File: src/rtl/bmem_arbiter_pkg.sv
// bmem_arbiter_pkg: shared types and constants for the burst memory arbiter
package bmem_arbiter_pkg;
    localparam int BMEM_BEATS  = 4;
    localparam int BMEM_BEAT_W = 64;
    localparam int BMEM_ADDR_W = 32;
    localparam int BMEM_LINE_W = BMEM_BEATS * BMEM_BEAT_W;

    typedef enum logic [2:0] {IDLE, RD_ISSUE, RD_WAIT, WR, DONE} bmem_arb_state_t;
    typedef enum logic {REQ_I, REQ_D} requester_t;
endpackage

File: src/rtl/bmem_arbiter_if.sv
// bmem_arbiter_if: icache/dcache line-miss ports plus the shared burst memory port
interface bmem_arbiter_if
    import bmem_arbiter_pkg::*;
#(
    parameter int BEATS  = BMEM_BEATS,
    parameter int BEAT_W = BMEM_BEAT_W,
    parameter int ADDR_W = BMEM_ADDR_W
);
    localparam int LINE_W = BEATS * BEAT_W;

    logic [ADDR_W-1:0] i_req_addr;
    logic              i_req_read;
    logic [LINE_W-1:0] i_resp_rdata;
    logic              i_resp_valid;
    logic [ADDR_W-1:0] d_req_addr;
    logic              d_req_read;
    logic              d_req_write;
    logic [LINE_W-1:0] d_req_wdata;
    logic [LINE_W-1:0] d_resp_rdata;
    logic              d_resp_valid;
    logic [ADDR_W-1:0] bmem_addr;
    logic              bmem_read;
    logic              bmem_write;
    logic [BEAT_W-1:0] bmem_wdata;
    logic              bmem_ready;
    logic [ADDR_W-1:0] bmem_raddr;
    logic [BEAT_W-1:0] bmem_rdata;
    logic              bmem_rvalid;

    modport slave (
        input  i_req_addr, i_req_read, d_req_addr, d_req_read, d_req_write, d_req_wdata,
               bmem_ready, bmem_raddr, bmem_rdata, bmem_rvalid,
        output i_resp_rdata, i_resp_valid, d_resp_rdata, d_resp_valid,
               bmem_addr, bmem_read, bmem_write, bmem_wdata
    );

    modport master (
        output i_req_addr, i_req_read, d_req_addr, d_req_read, d_req_write, d_req_wdata,
               bmem_ready, bmem_raddr, bmem_rdata, bmem_rvalid,
        input  i_resp_rdata, i_resp_valid, d_resp_rdata, d_resp_valid,
               bmem_addr, bmem_read, bmem_write, bmem_wdata
    );
endinterface

File: src/rtl/bmem_arbiter.sv
// bmem_arbiter: round-robin sharing of one 4-beat burst memory port between icache and dcache
module bmem_arbiter
    import bmem_arbiter_pkg::*;
#(
    parameter int BEATS  = BMEM_BEATS,
    parameter int BEAT_W = BMEM_BEAT_W,
    parameter int ADDR_W = BMEM_ADDR_W
) (
    input logic           clk,
    input logic           rst,
    bmem_arbiter_if.slave bus
);
    localparam int CNT_W = $clog2(BEATS);
    localparam int OFF_W = $clog2(BEATS * BEAT_W / 8);
    localparam logic [CNT_W-1:0] LAST = CNT_W'(BEATS - 1);

    bmem_arb_state_t              r_state;
    requester_t                   r_last, r_win, w_win;
    logic [CNT_W-1:0]             r_cnt;
    logic [ADDR_W-1:0]            r_addr, w_sel, w_addr;
    logic [BEATS-1:0][BEAT_W-1:0] r_line, w_line;
    logic                         w_d_req, w_wr, w_hit;

    always_comb begin
        w_d_req = bus.d_req_read | bus.d_req_write;
        w_win = (w_d_req && (!bus.i_req_read || r_last == REQ_I)) ? REQ_D : REQ_I;
        w_wr = (w_win == REQ_D) && bus.d_req_write;
        w_sel = (w_win == REQ_D) ? bus.d_req_addr : bus.i_req_addr;
        w_addr = {w_sel[ADDR_W-1:OFF_W], OFF_W'(0)};
        w_hit = bus.bmem_rvalid && bus.bmem_raddr == r_addr;
        w_line = r_line;
        w_line[r_cnt] = bus.bmem_rdata;
    end

    // r_line doubles as the read assembly buffer and the latched writeback line
    always_ff @(posedge clk) begin
        if (rst) begin
            r_state          <= IDLE;
            r_last           <= REQ_I;
            r_win            <= REQ_I;
            r_cnt            <= '0;
            r_addr           <= '0;
            r_line           <= '0;
            bus.i_resp_rdata <= '0;
            bus.i_resp_valid <= 1'b0;
            bus.d_resp_rdata <= '0;
            bus.d_resp_valid <= 1'b0;
            bus.bmem_addr    <= '0;
            bus.bmem_read    <= 1'b0;
            bus.bmem_write   <= 1'b0;
            bus.bmem_wdata   <= '0;
        end else begin
            case (r_state)
                IDLE: if (bus.i_req_read || w_d_req) begin
                    r_win          <= w_win;
                    r_last         <= w_win;
                    r_addr         <= w_addr;
                    r_line         <= w_wr ? bus.d_req_wdata : '0;
                    bus.bmem_addr  <= w_addr;
                    bus.bmem_wdata <= bus.d_req_wdata[BEAT_W-1:0];
                    bus.bmem_write <= w_wr;
                    bus.bmem_read  <= !w_wr;
                    r_state        <= w_wr ? WR : RD_ISSUE;
                end
                RD_ISSUE: if (bus.bmem_ready) begin
                    bus.bmem_read <= 1'b0;
                    r_state       <= RD_WAIT;
                end
                RD_WAIT: if (w_hit) begin
                    r_line <= w_line;
                    r_cnt  <= r_cnt + 1'b1;
                    if (r_cnt == LAST) begin
                        r_state          <= DONE;
                        bus.i_resp_valid <= r_win == REQ_I;
                        bus.d_resp_valid <= r_win == REQ_D;
                        if (r_win == REQ_I) bus.i_resp_rdata <= w_line;
                        else bus.d_resp_rdata <= w_line;
                    end
                end
                WR: if (bus.bmem_ready) begin
                    r_cnt          <= r_cnt + 1'b1;
                    bus.bmem_wdata <= r_line[r_cnt + 1'b1];
                    if (r_cnt == LAST) begin
                        r_state          <= DONE;
                        bus.bmem_write   <= 1'b0;
                        bus.d_resp_valid <= 1'b1;
                        bus.d_resp_rdata <= '0;
                    end
                end
                DONE: begin
                    bus.i_resp_valid <= 1'b0;
                    bus.d_resp_valid <= 1'b0;
                    r_cnt            <= '0;
                    r_state          <= IDLE;
                end
                default: r_state <= IDLE;
            endcase
        end
    end

    a_rw_exclusive_req: assert property (@(posedge clk) disable iff (rst) !(bus.d_req_read && bus.d_req_write));
    a_rw_exclusive_bus: assert property (@(posedge clk) disable iff (rst) !(bus.bmem_read && bus.bmem_write));
    c_stray_beat: cover property (@(posedge clk) disable iff (rst) bus.bmem_rvalid && r_state != RD_WAIT);
    c_foreign_beat: cover property (@(posedge clk) disable iff (rst) bus.bmem_rvalid && r_state == RD_WAIT && !w_hit);
endmodule

File: src/flat_wrapper.sv
// flat-port wrapper written by rule: the top's interface ports become plain ports
module bmem_arbiter_flat import bmem_arbiter_pkg::*;
#(
    parameter int BEATS  = BMEM_BEATS,
    parameter int BEAT_W = BMEM_BEAT_W,
    parameter int ADDR_W = BMEM_ADDR_W
)
  (clk, rst, bus_i_req_addr, bus_i_req_read, bus_d_req_addr, bus_d_req_read, bus_d_req_write, bus_d_req_wdata, bus_bmem_ready, bus_bmem_raddr, bus_bmem_rdata, bus_bmem_rvalid, bus_i_resp_rdata, bus_i_resp_valid, bus_d_resp_rdata, bus_d_resp_valid, bus_bmem_addr, bus_bmem_read, bus_bmem_write, bus_bmem_wdata);
  bmem_arbiter_if #(.BEATS(BEATS), .BEAT_W(BEAT_W), .ADDR_W(ADDR_W)) bus_i ();
  input logic clk;
  input logic rst;
  input wire logic [$bits(bus_i.i_req_addr)-1:0] bus_i_req_addr;
  input wire logic [$bits(bus_i.i_req_read)-1:0] bus_i_req_read;
  input wire logic [$bits(bus_i.d_req_addr)-1:0] bus_d_req_addr;
  input wire logic [$bits(bus_i.d_req_read)-1:0] bus_d_req_read;
  input wire logic [$bits(bus_i.d_req_write)-1:0] bus_d_req_write;
  input wire logic [$bits(bus_i.d_req_wdata)-1:0] bus_d_req_wdata;
  input wire logic [$bits(bus_i.bmem_ready)-1:0] bus_bmem_ready;
  input wire logic [$bits(bus_i.bmem_raddr)-1:0] bus_bmem_raddr;
  input wire logic [$bits(bus_i.bmem_rdata)-1:0] bus_bmem_rdata;
  input wire logic [$bits(bus_i.bmem_rvalid)-1:0] bus_bmem_rvalid;
  output wire logic [$bits(bus_i.i_resp_rdata)-1:0] bus_i_resp_rdata;
  output wire logic [$bits(bus_i.i_resp_valid)-1:0] bus_i_resp_valid;
  output wire logic [$bits(bus_i.d_resp_rdata)-1:0] bus_d_resp_rdata;
  output wire logic [$bits(bus_i.d_resp_valid)-1:0] bus_d_resp_valid;
  output wire logic [$bits(bus_i.bmem_addr)-1:0] bus_bmem_addr;
  output wire logic [$bits(bus_i.bmem_read)-1:0] bus_bmem_read;
  output wire logic [$bits(bus_i.bmem_write)-1:0] bus_bmem_write;
  output wire logic [$bits(bus_i.bmem_wdata)-1:0] bus_bmem_wdata;
  assign bus_i.i_req_addr = bus_i_req_addr;
  assign bus_i.i_req_read = bus_i_req_read;
  assign bus_i.d_req_addr = bus_d_req_addr;
  assign bus_i.d_req_read = bus_d_req_read;
  assign bus_i.d_req_write = bus_d_req_write;
  assign bus_i.d_req_wdata = bus_d_req_wdata;
  assign bus_i.bmem_ready = bus_bmem_ready;
  assign bus_i.bmem_raddr = bus_bmem_raddr;
  assign bus_i.bmem_rdata = bus_bmem_rdata;
  assign bus_i.bmem_rvalid = bus_bmem_rvalid;
  assign bus_i_resp_rdata = bus_i.i_resp_rdata;
  assign bus_i_resp_valid = bus_i.i_resp_valid;
  assign bus_d_resp_rdata = bus_i.d_resp_rdata;
  assign bus_d_resp_valid = bus_i.d_resp_valid;
  assign bus_bmem_addr = bus_i.bmem_addr;
  assign bus_bmem_read = bus_i.bmem_read;
  assign bus_bmem_write = bus_i.bmem_write;
  assign bus_bmem_wdata = bus_i.bmem_wdata;
  bmem_arbiter #(.BEATS(BEATS), .BEAT_W(BEAT_W), .ADDR_W(ADDR_W)) u_core (.clk(clk), .rst(rst), .bus(bus_i));
endmodule
File: config.mk
export PLATFORM = sky130hd
export DESIGN_NAME = bmem_arbiter_flat
export DESIGN_NICKNAME = d
export VERILOG_FILES = /design/src/rtl/bmem_arbiter_pkg.sv /design/src/rtl/bmem_arbiter_if.sv /design/src/rtl/bmem_arbiter.sv /design/src/flat_wrapper.sv
export SDC_FILE = /design/constraint.sdc
export NUM_CORES = 2
export LEC_CHECK = 0
export CAP_MARGIN = 20
export CORE_AREA = 10 10 391 393
export DETAILED_ROUTE_END_ITERATION = 16
export DIE_AREA = 0 0 401 403
export GPL_TIMING_DRIVEN = 0
export PLACE_DENSITY = 0.58
export RECOVER_POWER = 100
export SLEW_MARGIN = 20
export SYNTH_ARGS = -nofsm -noshare
export SYNTH_HDL_FRONTEND = slang
export SYNTH_SLANG_ARGS = --single-unit
File: constraint.sdc
create_clock -name clk -period 2.8 [get_ports clk]
set_input_delay 0.7 -clock clk [delete_from_list [all_inputs] [get_ports clk]]
set_output_delay 0.7 -clock clk [all_outputs]
set_load 0.02 [all_outputs]
Word-level counts from Yosys, hierarchy flattened
Index checks and enable logic that the tools add are counted.
- word-level logic and storage cells: 105
- output and inout port bits: 612
- bits of input ports: 423
- bits in registers: 869
- $lt $le $gt $ge: 3
- mux-type cells: 45
- bitwise operators: 2
- add/sub/neg operators: 1
- equality and inequality tests: 13
- reductions and logical operators: 26
- operators with widths (kind ; count):
    $mux 256 ; 8
    $pmux 256 s2 ; 2
    $bwmux 256 ; 1
    $mux 64 ; 4
    $bmux 64 s2 ; 1
    $demux 64 s2 ; 1
    $pmux 64 s2 ; 1
    $eq 32x32->1 ; 1
    $mux 32 ; 1
    $mux 3 ; 5
    $reduce_and 3->1 ; 5
    $mux 1 ; 12
    $pmux 3 s4 ; 1
    $reduce_and 4->1 ; 3
    $ne 2x1->1 const B ; 5
    $reduce_bool 2->1 ; 5
    $eq 3x2->1 const B ; 2
    $lt 2x3->1 const B ; 2
    $mux 2 ; 3
    $pmux 1 s2 ; 3
    $pmux 2 s3 ; 1
    $reduce_and 6->1 ; 1
    $reduce_and 5->1 ; 1
    $logic_and 1x1->1 ; 4
    other kinds (14) ; 17

Longest topological paths before layout
- depth in word-level cells: 9
- mapped depth: 10
- mapped depth without buffers: 6

Least setup slack after synthesis
Ideal clock, no wire load.
- path kind: reg-to-reg
- from: register u_core.r_cnt[0]
- to: register u_core.bus.bmem_wdata[15] (netlist name)
- path buffers: 4
- data required time: 2.658 ns
- library setup time: 0.142 ns
- path slack: 0.013 ns
- stages on the path, launching flop included: 10
- period minus slack after synthesis: 2.787 ns
- data arrival time: 2.645 ns
- path through: dfxtp_1 -> clkbuf_1 -> buf_2 -> inv_1 -> ha_1 -> clkbuf_1 -> clkbuf_1 -> mux4_2 -> nand2_1 -> a311oi_1
- word-level cells in the longest chain between the ends: 5
- RTL lines (element ; line ; text):
    start: declaration ; bmem_arbiter.sv:19 ; logic [CNT_W-1:0] r_cnt;
    start signal: assignment ; bmem_arbiter.sv:71 ; r_cnt <= r_cnt + 1'b1;
    start signal: assignment ; bmem_arbiter.sv:81 ; r_cnt <= r_cnt + 1'b1;
    $add 2x1->2 ; bmem_arbiter.sv:82 ; bus.bmem_wdata <= r_line[r_cnt + 1'b1];
    $bmux 64 s2 ; bmem_arbiter.sv:82 ;
    $mux 64 (implied by the code) ; bmem_arbiter.sv:82 ;
    $mux 64 ; bmem_arbiter.sv:80 ; WR: if (bus.bmem_ready) begin
    $pmux 64 s2 ; bmem_arbiter.sv:53 ; case (r_state)
    end signal: assignment ; bmem_arbiter.sv:60 ; bus.bmem_wdata <= bus.d_req_wdata[BEAT_W-1:0];
    end signal: assignment ; bmem_arbiter.sv:82 ;
    end: declaration ; bmem_arbiter_if.sv:34 ; bmem_addr, bmem_read, bmem_write, bmem_wdata
No other way between the ends. The select of a mux whose other input is x is not followed.
A chain may end at the register's enable or synchronous reset.

Worst setup path in the final report
- from: register u_core.r_cnt[1]
- to: register u_core.r_line[85] (netlist name)
- word-level cells in the longest chain between the ends: 7
- elaborated cells between the ends (all ways): 8
- classes of those cells: 2 x order compare; 5 x mux; 1 x reduce/logical
- RTL lines (element ; line ; text):
    $lt 2x3->1 (implied by the code) / $ge 2x1->1 (equally long branches) ; bmem_arbiter.sv:32 ; w_line[r_cnt] = bus.bmem_rdata;
    $logic_and 1x1->1 (implied by the code) ; bmem_arbiter.sv:32 ;
    $mux 64 (implied by the code) ; bmem_arbiter.sv:32 ;
    $demux 64 s2 * ; n/a ;
    $bwmux 256 * ; bmem_arbiter.sv:32 ;
    $mux 256 * ; bmem_arbiter.sv:69 ; RD_WAIT: if (w_hit) begin
    $pmux 256 s2 * ; bmem_arbiter.sv:53 ;
    end signal: assignment ; bmem_arbiter.sv:58 ; r_line <= w_wr ? bus.d_req_wdata : '0;
    end signal: assignment ; bmem_arbiter.sv:70 ; r_line <= w_line;
    end: declaration ; bmem_arbiter.sv:21 ; logic [BEATS-1:0][BEAT_W-1:0] r_line, w_line;
Every way passes the cells marked *; elsewhere a longest branch is shown, timed or not. The select of a mux whose other input is x is not followed.

==> reports/results.txt <==
Status - finished, violations left
Failing checks - setup timing
Post-Place Cell Area - 51500 µm²
XOR/XNOR share of the synthesized area - 0.620%
Worst hold path depth - 2
Syn Std Cell Area - 38100 µm²
Worst reg2reg setup slack - -0.001 ns
Max IR drop VDD - 0.521 mV
Yosys warnings - 0
Final nets - 5971
Crit path arrival time - 3.42 ns
Hold-fix buffers, CTS - 0
Clock Latency Late Sink - 0.75 ns
Slew @ Worst Pin - 1.12 ns
Hold Crit Start - u_core.bus.i_resp_rdata[56]$_SDFFE_PP0P_
Min-delay worst type - flop to flop
Critical path fanouts, max - 10
First-pass GRT wire length - 332000 µm
ANT nets after route - 0
Drt total wl - 248000 µm
Layout Cells excl Fill - 7568
Crit-path max cell delay - 0.59 ns
Commonest non-fill, non-tap cell in the layout - nand2_1
Power Density - 726 nW/µm²
Place WS - -1.73 ns
Hold Path End - u_core.bus.i_resp_rdata[56]$_SDFFE_PP0P_
Compound-gate portion of the synthesized area - 20.0%
GR Layer Usage met3 - 10.7%
Share of cells above drive strength 1 - 16.4%
M1 GR Usage - 34.1%
Delay-heaviest family, CP - buffers and inverters
Syn Inst Count - 4385
RSZ-0062 raised after global routing - true
Synthesis-to-layout area growth - 46.3%
Via-to-Cell Ratio - 5.40
Placer Congestion - 0.990
Pwr Total - 40.5 mW
Row cnt - 140
Final Max Tran Viols - 0
Worst rel slew slack - 25.1%
Pin count of the biggest net entering global routing - 16
Reg2Reg Depth - 7
Die width - 401 µm
Distinct cells, synth - 46
Post-Synth Adder-Cell Area - 0.131%
Final core utilization - 38.4%
Core area - 145000 µm²
Post-Synth Simple-Gate Area - 16.4%
IO buf count - 1019
CTS tree - done
H-Tree Depth - 3
DR vias - 40800
Tot GR Track Use - 29.0%
Count of state elements after synthesis - 869
R2R Path Start - u_core.r_cnt[1]$_SDFFE_PP0P_
Critical path type - flop to flop
CP max-delay cell - clkbuf_1
GR peak layer - met2
Max-cap viol count - 0
Gr ovfl total - 0
Multiplexer share of the synthesized area - 12.1%
DR WL/cell - 32.8 µm
Worst R2R End - u_core.r_line[85]$_SDFFE_PP0P_
Clk root buf - clkbuf_16
Fmax - 0.357 GHz
Num CTS Buffers - 103
Final hold violations - 0
Final period util - 100%
Final HPWL DP - 202000 µm
Setup WS post-layout - -0.00142 ns
Antenna violations before repair - 45
Die area - 162000 µm²
Clock transition at the registers of the reported paths - 0.06 ns
Initial Utilization - 26.3%
Startpoint Class - flop
Met2 global-route usage - 45.8%
Fin area - 55700 µm²
Pre-Repair DR Iteration Count - 6
LEAKAGE - 19.7 nW
Vias in the first global route - 39700
CTS max path bufs - 3
Worst-path cell chain - inv_1 -> ha_1 -> clkbuf_2 -> buf_16 -> clkbuf_1 -> mux2_2 -> o221a_2
Clk sinks - 869
Largest family of logic cells by synthesized area - compound AO/OA/AOI/OAI gates
Remaining DRCs - 0
Worst EP required - 3.42 ns
Most frequent cells in the layout - nand2_1, clkdlybuf4s50_1, dfxtp_1, a21oi_1, nand3_1
Post-route minimum period - 2.80 ns
Die H - 403 µm
Worst-case clock skew - 0.0360 ns
Cells after DPL - 7350
Mean post-synth cell area - 8.69 µm²
Critical path depth in cells - 7
Register area share after synthesis - 45.6%
Worst Setup End Kind - flop
DR iter-0 viols - 3996
CP Buf/Inv Count - 4
Final Setup Violations - 1
IO Pins - 1035
## flip-flops by register name, summed over array words and instances, names as in the netlist
signal and cells:
u_core.r_line 256, u_core.bus.bmem_wdata 64, u_core.bus.bmem_write 1, u_core.bus.d_resp_valid 1, u_core.bus.bmem_addr 27, u_core.r_state 3, u_core.r_cnt 2, u_core.bus.i_resp_rdata 256
u_core.bus.i_resp_valid 1, u_core.r_last 1, u_core.bus.bmem_read 1, u_core.bus.d_resp_rdata 256
## worst max-delay path by stage
| stage | startpoint | endpoint |
|---|---|---|
| finish | u_core.r_cnt[1]$_SDFFE_PP0P_ | u_core.r_line[85]$_SDFFE_PP0P_ |
| global route | u_core.bus.bmem_addr[17]$_SDFFE_PP0P_ | u_core.bus.i_resp_rdata[151]$_SDFFE_PP0P_ |
| CTS | u_core.r_state[2]$_SDFFE_PP0P_ | u_core.bus.d_resp_rdata[164]$_SDFFE_PP0P_ |
| detailed placement | bus_bmem_raddr[17] | u_core.r_line[255]$_SDFFE_PP0P_ |
| global placement | u_core.r_cnt[0]$_SDFFE_PP0P_ | u_core.bus.bmem_wdata[56]$_SDFFE_PP0P_ |
| floorplan | u_core.r_cnt[0]$_SDFFE_PP0P_ | u_core.bus.bmem_wdata[15]$_SDFFE_PP0P_ |
## stage by stage
step           setup TNS, ns  hold WS [ns]
6_report            -0.00142         0.454
3_5_place_dp        -1036.82         0.446
2_1_floorplan              0         0.503
5_1_grt                -1.02         0.472
3_3_place_gp        -1525.00         0.442
4_1_cts             -0.00184         0.454
## cell usage after synthesis (all sizes together)
cell     instances  area (µm²)
nand4b           1        8.76
nand4            7        43.8
dfxtp          869       17400
a311oi          64         561
nand2         1162        4360
clkbuf         310        1160
nor4             4        46.3
and2             1        6.26
a2111oi          1        8.76
nor2b            1        6.26
a32oi            1        8.76
and4b            1        10.0
a211oi          28         210
nand3          263        1320
nand3b           1        7.51
nor2           105         394
a31oi            1        6.26
and3b            1        8.76
a21oi          525        2630
mux4            64        1440
nor3             3        15.0
ha               4        50.1
a41o             1        10.0
o2bb2ai          1        8.76
mux2           256        2880
and3             1        6.26
o22ai            1        6.26
o21a             1        7.51
conb             1        3.75
mux2i           27         270
nand2b           1        6.26
a21boi           1        7.51
buf            129         754
xnor2           27         236
o221a          256        2880
o21ai          258        1290
or2              2        12.5
inv              4        15.0
or3              1        6.26
## worst reg2reg max path, stage by stage (launching register included)
cell,delay [ns]
dfxtp_1,0.37
inv_1,0.15
ha_1,0.16
clkbuf_2,0.40
buf_16,0.22
clkbuf_1,0.60
mux2_2,0.52
o221a_2,0.27
## repair_timing
item,in CTS,in global routing
buffers inserted,6,10
setup endpoints to repair,870,690
resized for setup,127,219
gates cloned,0,1
pin swaps,3,1
## cells by family after synthesis
| kind of cell | count (synthesis) |
|---|---|
| xor gates and xnor gates | 27 |
| buffers and inverters | 443 |
| DFF | 869 |
| AOI/OAI and AO/OA | 1139 |
| muxes | 347 |
| other | 1 |
| adders and majority gates | 4 |
| and+or+nand+nor | 1555 |
## layout make-up
class                      count  area (µm²)
clock buffer                 149        2970
multi-input combinational   3077       19000
sequential                   869       17400
fill                       14900       89300
timing repair buffer        1061       11100
tap                         1917        2400
inverter                       4        18.8
buffer                       428        2350
clock inverter                39         510
antenna                       24        60.1
## report_power, final
| group | internal, mW | switching [mW] | total, mW |
|---|---|---|---|
| clock | 8.06 | 6.08 | 14.1 |
| sequential | 13.7 | 1.19 | 14.9 |
| combinational | 4.42 | 7.03 | 11.5 |
## per-layer routing
layer | part of all wire [%] | routed length (µm)
met1 | 38 | 94100
met2 | 45 | 112000
met3 | 11 | 28100
met4 | 5.7 | 14100
met5 | 0.046 | 115
(Power assumes the default switching activity.)
